**src/rtl/fir_tn.sv**
```systemverilog
// Signed N-tap transposed-form FIR with valid/ready streaming, run-time
// loadable coefficients, synchronous flush and a one-entry output register.
module fir_tn #(
  parameter int DATA_W = 8,
  parameter int COEF_W = 8,
  parameter int NTAPS  = 4,
  parameter int ACC_W  = DATA_W + COEF_W + $clog2(NTAPS)
) (
  input  logic                       clk,
  input  logic                       rst,
  input  logic                       in_valid,
  output logic                       in_ready,
  input  logic signed [DATA_W-1:0]   x,
  input  logic                       coef_we,
  input  logic [$clog2(NTAPS)-1:0]   coef_addr,
  input  logic signed [COEF_W-1:0]   coef_data,
  input  logic                       flush,
  output logic                       out_valid,
  input  logic                       out_ready,
  output logic signed [ACC_W-1:0]    y
);

  localparam int PROD_W = DATA_W + COEF_W;
  localparam int AW     = $clog2(NTAPS);

  logic signed [COEF_W-1:0] c_q [NTAPS];
  logic signed [COEF_W-1:0] c_d [NTAPS];
  logic signed [ACC_W-1:0]  s_q [NTAPS-1];
  logic signed [ACC_W-1:0]  s_d [NTAPS-1];
  logic signed [ACC_W-1:0]  y_q, y_d;
  logic                     out_valid_q, out_valid_d;
  logic signed [ACC_W-1:0]  prod_ext [NTAPS];
  logic                     acc;

  // Flush blocks acceptance so a sample offered alongside it is dropped.
  assign in_ready  = !flush && (!out_valid_q || out_ready);
  assign acc       = in_valid && in_ready;
  assign out_valid = out_valid_q;
  assign y         = y_q;

  // Full-precision signed products, then resized (sign-extend or wrap) to ACC_W.
  generate
    for (genvar gi = 0; gi < NTAPS; gi++) begin : g_tap
      logic signed [PROD_W-1:0] prod;
      assign prod         = PROD_W'(x) * PROD_W'(c_q[gi]);
      assign prod_ext[gi] = ACC_W'(prod);
    end
  endgenerate

  always_comb begin
    y_d         = y_q;
    out_valid_d = out_valid_q;
    for (int k = 0; k < NTAPS - 1; k++) begin
      s_d[k] = s_q[k];
    end
    if (flush) begin
      for (int k = 0; k < NTAPS - 1; k++) begin
        s_d[k] = '0;
      end
      out_valid_d = 1'b0;
    end else if (acc) begin
      y_d = prod_ext[0] + s_q[0];
      for (int k = 0; k < NTAPS - 2; k++) begin
        s_d[k] = prod_ext[k+1] + s_q[k+1];
      end
      s_d[NTAPS-2] = prod_ext[NTAPS-1];
      out_valid_d  = 1'b1;
    end else if (out_ready) begin
      out_valid_d = 1'b0;
    end
  end

  // Products above read c_q, so a write coinciding with an accept only
  // takes effect for the following sample. Out-of-range addresses match no tap.
  always_comb begin
    for (int k = 0; k < NTAPS; k++) begin
      c_d[k] = c_q[k];
      if (coef_we && (coef_addr == AW'(k))) begin
        c_d[k] = coef_data;
      end
    end
  end

  always_ff @(posedge clk) begin
    if (!rst) begin
      for (int k = 0; k < NTAPS; k++) begin
        c_q[k] <= '0;
      end
      for (int k = 0; k < NTAPS - 1; k++) begin
        s_q[k] <= '0;
      end
      y_q         <= '0;
      out_valid_q <= 1'b0;
    end else begin
      for (int k = 0; k < NTAPS; k++) begin
        c_q[k] <= c_d[k];
      end
      for (int k = 0; k < NTAPS - 1; k++) begin
        s_q[k] <= s_d[k];
      end
      y_q         <= y_d;
      out_valid_q <= out_valid_d;
    end
  end

endmodule

```
**config.mk**
```make
export PLATFORM = sky130hd
export DESIGN_NAME = fir_tn
export DESIGN_NICKNAME = d
export VERILOG_FILES = /design/src/rtl/fir_tn.sv
export SDC_FILE = /design/constraint.sdc
export NUM_CORES = 1
export LEC_CHECK = 0
export ABC_AREA = 0
export CORE_ASPECT_RATIO = 0.6
export CORE_MARGIN = 8
export CORE_UTILIZATION = 55
export CTS_CLUSTER_SIZE = 40
export DETAILED_ROUTE_END_ITERATION = 6
export PLACE_DENSITY = 0.81
export SLEW_MARGIN = 10
export SYNTH_ARGS = -nofsm -noshare
export SYNTH_HDL_FRONTEND = slang
export SYNTH_SLANG_ARGS = --single-unit
```
**constraint.sdc**
```tcl
create_clock -name clk -period 6.3 [get_ports clk]
set_input_delay 0.63 -clock clk [delete_from_list [all_inputs] [get_ports clk]]
set_output_delay 0.63 -clock clk [all_outputs]
set_load 0.05 [all_outputs]
```
Word level (Yosys, flattened, before mapping)
Memory sizes are Yosys's and may differ from the RTL's.
Cells that the tools add are included.
- multiplexer cells: 17
- reduce and logical (&&, ||, !) cells: 13
- multiply operators: 4
- bitwise logic cells: 9
- equality and inequality tests: 3
- add/subtract/negate cells: 3
- operators with widths (operator ; count):
    $mux 54 ; 2
    $mul 8x8->16 ; 4
    $mux 8 ; 8
    $add 16x18->18 ; 3
    $mux 18 ; 3
    $or 1x1->1 ; 7
    $logic_and 1x1->1 ; 6
    $eq 2x2->1 const B ; 2
    $mux 1 ; 4
    $eq 2x1->1 const B ; 1
    $logic_not 1->1 ; 2
    $logic_not 2->1 ; 1
    $not 1->1 ; 2
    $reduce_and 2->1 ; 1
    $reduce_bool 2->1 ; 1
    $reduce_or 2->1 ; 1
    $logic_or 1x1->1 ; 1
- RAM bits: 86
- memories kept: 2
- register bits after elaboration: 19
- memory list (memory ; words ; width ; rd ports ; clocked after memory_dff ; write ports ; line ; text):
    s_q ; 3 ; 18 ; 3 ; 0 ; 3 ; 28 ; logic signed [ACC_W-1:0] s_q [NTAPS-1];
    c_q ; 4 ; 8 ; 4 ; 0 ; 4 ; 26 ; logic signed [COEF_W-1:0] c_q [NTAPS];

Depth between registers and ports, before layout
- depth in word-level cells: 7
- gate-level depth with buffers: 19
- mapped depth without buffers: 18

Least setup slack after synthesis
Ideal clock, no wire load.
- path type: input port to flip-flop
- start: input port x[7]
- end: register y_q[11] (netlist: y[11])
- buffers on the path: 1
- setup slack: 810 ps
- library setup time: 115 ps
- stages: 17
- arrival time: 5375 ps
- data required time: 6185 ps
- path through: clkbuf_1 -> and2_1 -> inv_1 -> fa_1 -> inv_1 -> fa_1 -> fa_1 -> fa_1 -> fa_1 -> ha_1 -> a21o_1 -> a221oi_1 -> o21bai_1 -> a21oi_1 -> xor2_1 -> o21ai_0 -> and2_1
- longest elaborated chain between the ends: 2
- RTL lines (element ; line ; text):
    start, declared ; 13 ; input logic signed [DATA_W-1:0] x,
    $mul 8x8->16 ; 45 ; assign prod = PROD_W'(x) * PROD_W'(c_q[gi]);
    $add 16x18->18 ; 62 ; y_d = prod_ext[0] + s_q[0];
    end signal, assigned ; 101 ; y_q <= y_d;
    end, declared ; 30 ; logic signed [ACC_W-1:0] y_q, y_d;
Every way passes these cells.
A chain may end at the register's enable or synchronous reset.

==> impl_results.md <==
* RSZ-0062 raised after global routing: no
* GRT Overall Usage at 0.224
* R2R cell count at 13
* Core Util, Final at 0.605
* Setup WS post-layout at around 0.38 ns
* Slew @ Worst Pin at between 0.9 and 1 ns
* Global-route wire length before repair at 61300 um
* CTS tree: done
* Row Count at 47
* Drt first pass iters at 7
* Hold path startpoint: s_q[0][38]$_SDFFE_PP0P_
* Critical path's slowest cell: clkdlybuf4s50_1
* Crit Path Category: in -> reg
* Worst-Skew Late Latency at a little under 0.4 ns
* Mapped cell area at roughly 16000 um^2
* Power per cell area at 118 nW/um^2
* Die area at ~34000 um^2
* CTS Sinks at slightly above 100
* Commonest cells after routing, fill and taps aside: inv_1 (333), fa_1 (294), nand2_1 (187), ha_1 (153), and2_1 (128)
* Starting Density at 0.563
* Top cell type's share of synthesized area at 0.377
* Iter 0 DRT Violations at between 800 and 900
* Place WS at roughly 0.13 ns
* Routed WL at about 36000 um
* CP endpoint: s_q[0][15]$_SDFFE_PP0P_
* Via density per instance at between 5 and 6
* Status: finished clean
* Post-synth top area cell: fa_1
* Vias in the first global route at 11800
* WHS at about 0.46 ns
* Crit path time final at 5.92 ns
* Worst min path class: reg -> reg
* Area added between synthesis and finish at 7.54%
* Num ports at 44
* Cell depth of the worst setup path at 16
* Pins Over Slew Limit at 0
* Root buffer cell: clkbuf_16
* Detail Route Antenna Nets at 0
* Crit start category: input pin
* Synth Area per Inst at about 9.3 um^2
* Max IR drop VDD at 0.143 mV
* CORE AREA at 27800 um^2
* Post-synthesis sequential area ratio at 0.132
* Layout cell share with drive strength beyond 1 at 0.0313
* Layout Skew at approximately 0.0093 ns
* Max Root-Sink Buffers at 2
* Ys flop type: dfxtp_1
* H-tree depth at 3
* #FFs+latches synth at between 100 and 150
* Leakage at about 8.8 nW
* Final setup fails at 0
* Worst R2R Start: c_q[1][1]$_SDFFE_PN0P_
* Final hold vios at 0
* Max Cap Viol at 0
* Grt total ovfl at 0
* Fin crit share at 0.940
* Crit end category: register
* Setup TNS Final at 0 ns
* Max incr delay on CP at 0.82 ns
* DIE HEIGHT at between 100 and 150 um
* Antenna Cells at 0
* Delay-heaviest family, CP: adder cells
* Crit path top cell by count: fa_1
* Port bufs at between 40 and 50
* Synth unique cells at 50
* Async set or reset register ratio after synthesis at 0
* Initial antenna violation count at 0
* Most common cell after layout, fill and taps aside: inv_1
* Remaining DRCs at 0
* Hold_buf cts at 0
* R2r setup slk at 0.87 ns
* Ys Warns at 0
* Pin count of the biggest net entering global routing at between 50 and 60
* CP bufs+invs at 4
* Worst EP required at approximately 6.5 ns
* Syn Inst Count at 1673
* Post-synth EDFFs at 0
* Routability cong. at around 0.87
* Die X at 234 um
* Synth top area cells: fa_1 (38%), dfxtp_1 (13%), ha_1 (12%), inv_1 (8.0%), and2_1 (5.2%)
* CTS resizes at 0
* Setup bufs post-CTS at 0
* Reg-to-Reg End: s_q[0][15]$_SDFFE_PP0P_
* WP data arrival at 6.16 ns
* Via count at ~11000
* Syn nets at 2144
* CP Cell Sequence: clkdlybuf4s50_1 > buf_4 > nand2_1 > fa_1 > fa_1 > inv_1 > fa_1 > fa_1 > fa_1 > ha_1 > a2111oi_0 > a211oi_1 > buf_4 > a31oi_1 > xor2_1 > o21ai_1
* Max Freq at roughly 0.17 GHz
* CP max FO at 22
* Post-DP HPWL at ~28000 um
* Clock-pin transition on the worst setup and hold timing paths at around 0.080 ns
* Crit path launch: x[4]
* Max-slew headroom at 0.337
* TritonCTS buffer count at 9
* Final net count at 2163
* Wire per inst at ~18 um
## worst min path at each step
stage,cells after the start,to,slack (ns)
final,2,s_q[0][38]$_SDFFE_PP0P_,0.46
after global routing,2,s_q[0][23]$_SDFFE_PP0P_,0.48
after CTS,2,s_q[0][2]$_SDFFE_PP0P_,0.46
after detailed placement,2,s_q[0][2]$_SDFFE_PP0P_,0.45
after global placement,2,s_q[0][42]$_SDFFE_PP0P_,0.45
after floorplan,2,s_q[0][42]$_SDFFE_PP0P_,0.43
## worst register-to-register path: stages, from the launching register on
cell,delay (ns)
dfxtp_1,0.55
and2_1,0.58
fa_1,0.54
fa_1,0.49
fa_1,0.56
fa_1,0.42
ha_1,0.30
ha_1,0.34
a2111oi_0,0.64
a211oi_1,0.23
buf_4,0.20
a31oi_1,0.19
xor2_1,0.17
o21ai_1,0.07
## registers in the layout, summed over array words and instances (netlist names)
name,count
c_q,32
s_q,52
y,18
out_valid,1
## metal layers
layer,share of wire,global-route usage,up-vias
met5,0,0.00297,-
met4,0.014,0.0420,0
met3,0.089,0.0590,42
met2,0.43,0.325,428
met1,0.46,0.333,5578
li1,-,-,5122
## cell type report
class                   count  area (um^2)
multi-input cells        1174        12100
fillers                  2303        11000
flip-flops and latches    103         2060
inverters                 335         1260
repair buffers             69          671
well taps                 367          459
clock buffers               9          225
clock inverters             6         52.6
## metrics by stage
step                      cells  power (W)  area (um^2)
after global routing       2063    0.00211        16800
after global placement     2048    0.00137        16500
final                      2063    0.00198        16800
after detailed placement   2048    0.00140        16500
after CTS                  2063    0.00198        16800
after floorplan            1673    0.00121        15600
## cells by family after synthesis
family / synth area share
fa+ha+maj: 0.500
buf+inv: 0.0958
flops: 0.132
compound gates: 0.0700
xor+xnor: 0.0393
simple gates: 0.144
mux: 0.0199
## synthesized netlist by cell type (all sizes together) (4+ instances only)
library cell,n
buf,7
xor2,31
nand2,188
a31oi,5
a211oi,10
nor2,44
o21bai,5
o21ai,42
a21oi,55
nor2b,39
nand3,18
dfxtp,103
xnor2,39
o31ai,5
nand2b,19
inv,333
fa,294
mux2i,31
o21a,6
clkbuf,54
a21o,18
nor3,4
o211ai,4
ha,153
a21boi,10
and2,129
## power by group
part | switching [W] | internal, W
Clock | 0.000309 | 0.000273
Combinational | 0.000411 | 0.000287
Sequential | 0.0000283 | 0.000670
Total | 0.000749 | 0.00123
Note: power is estimated with default switching activity, not from simulation.
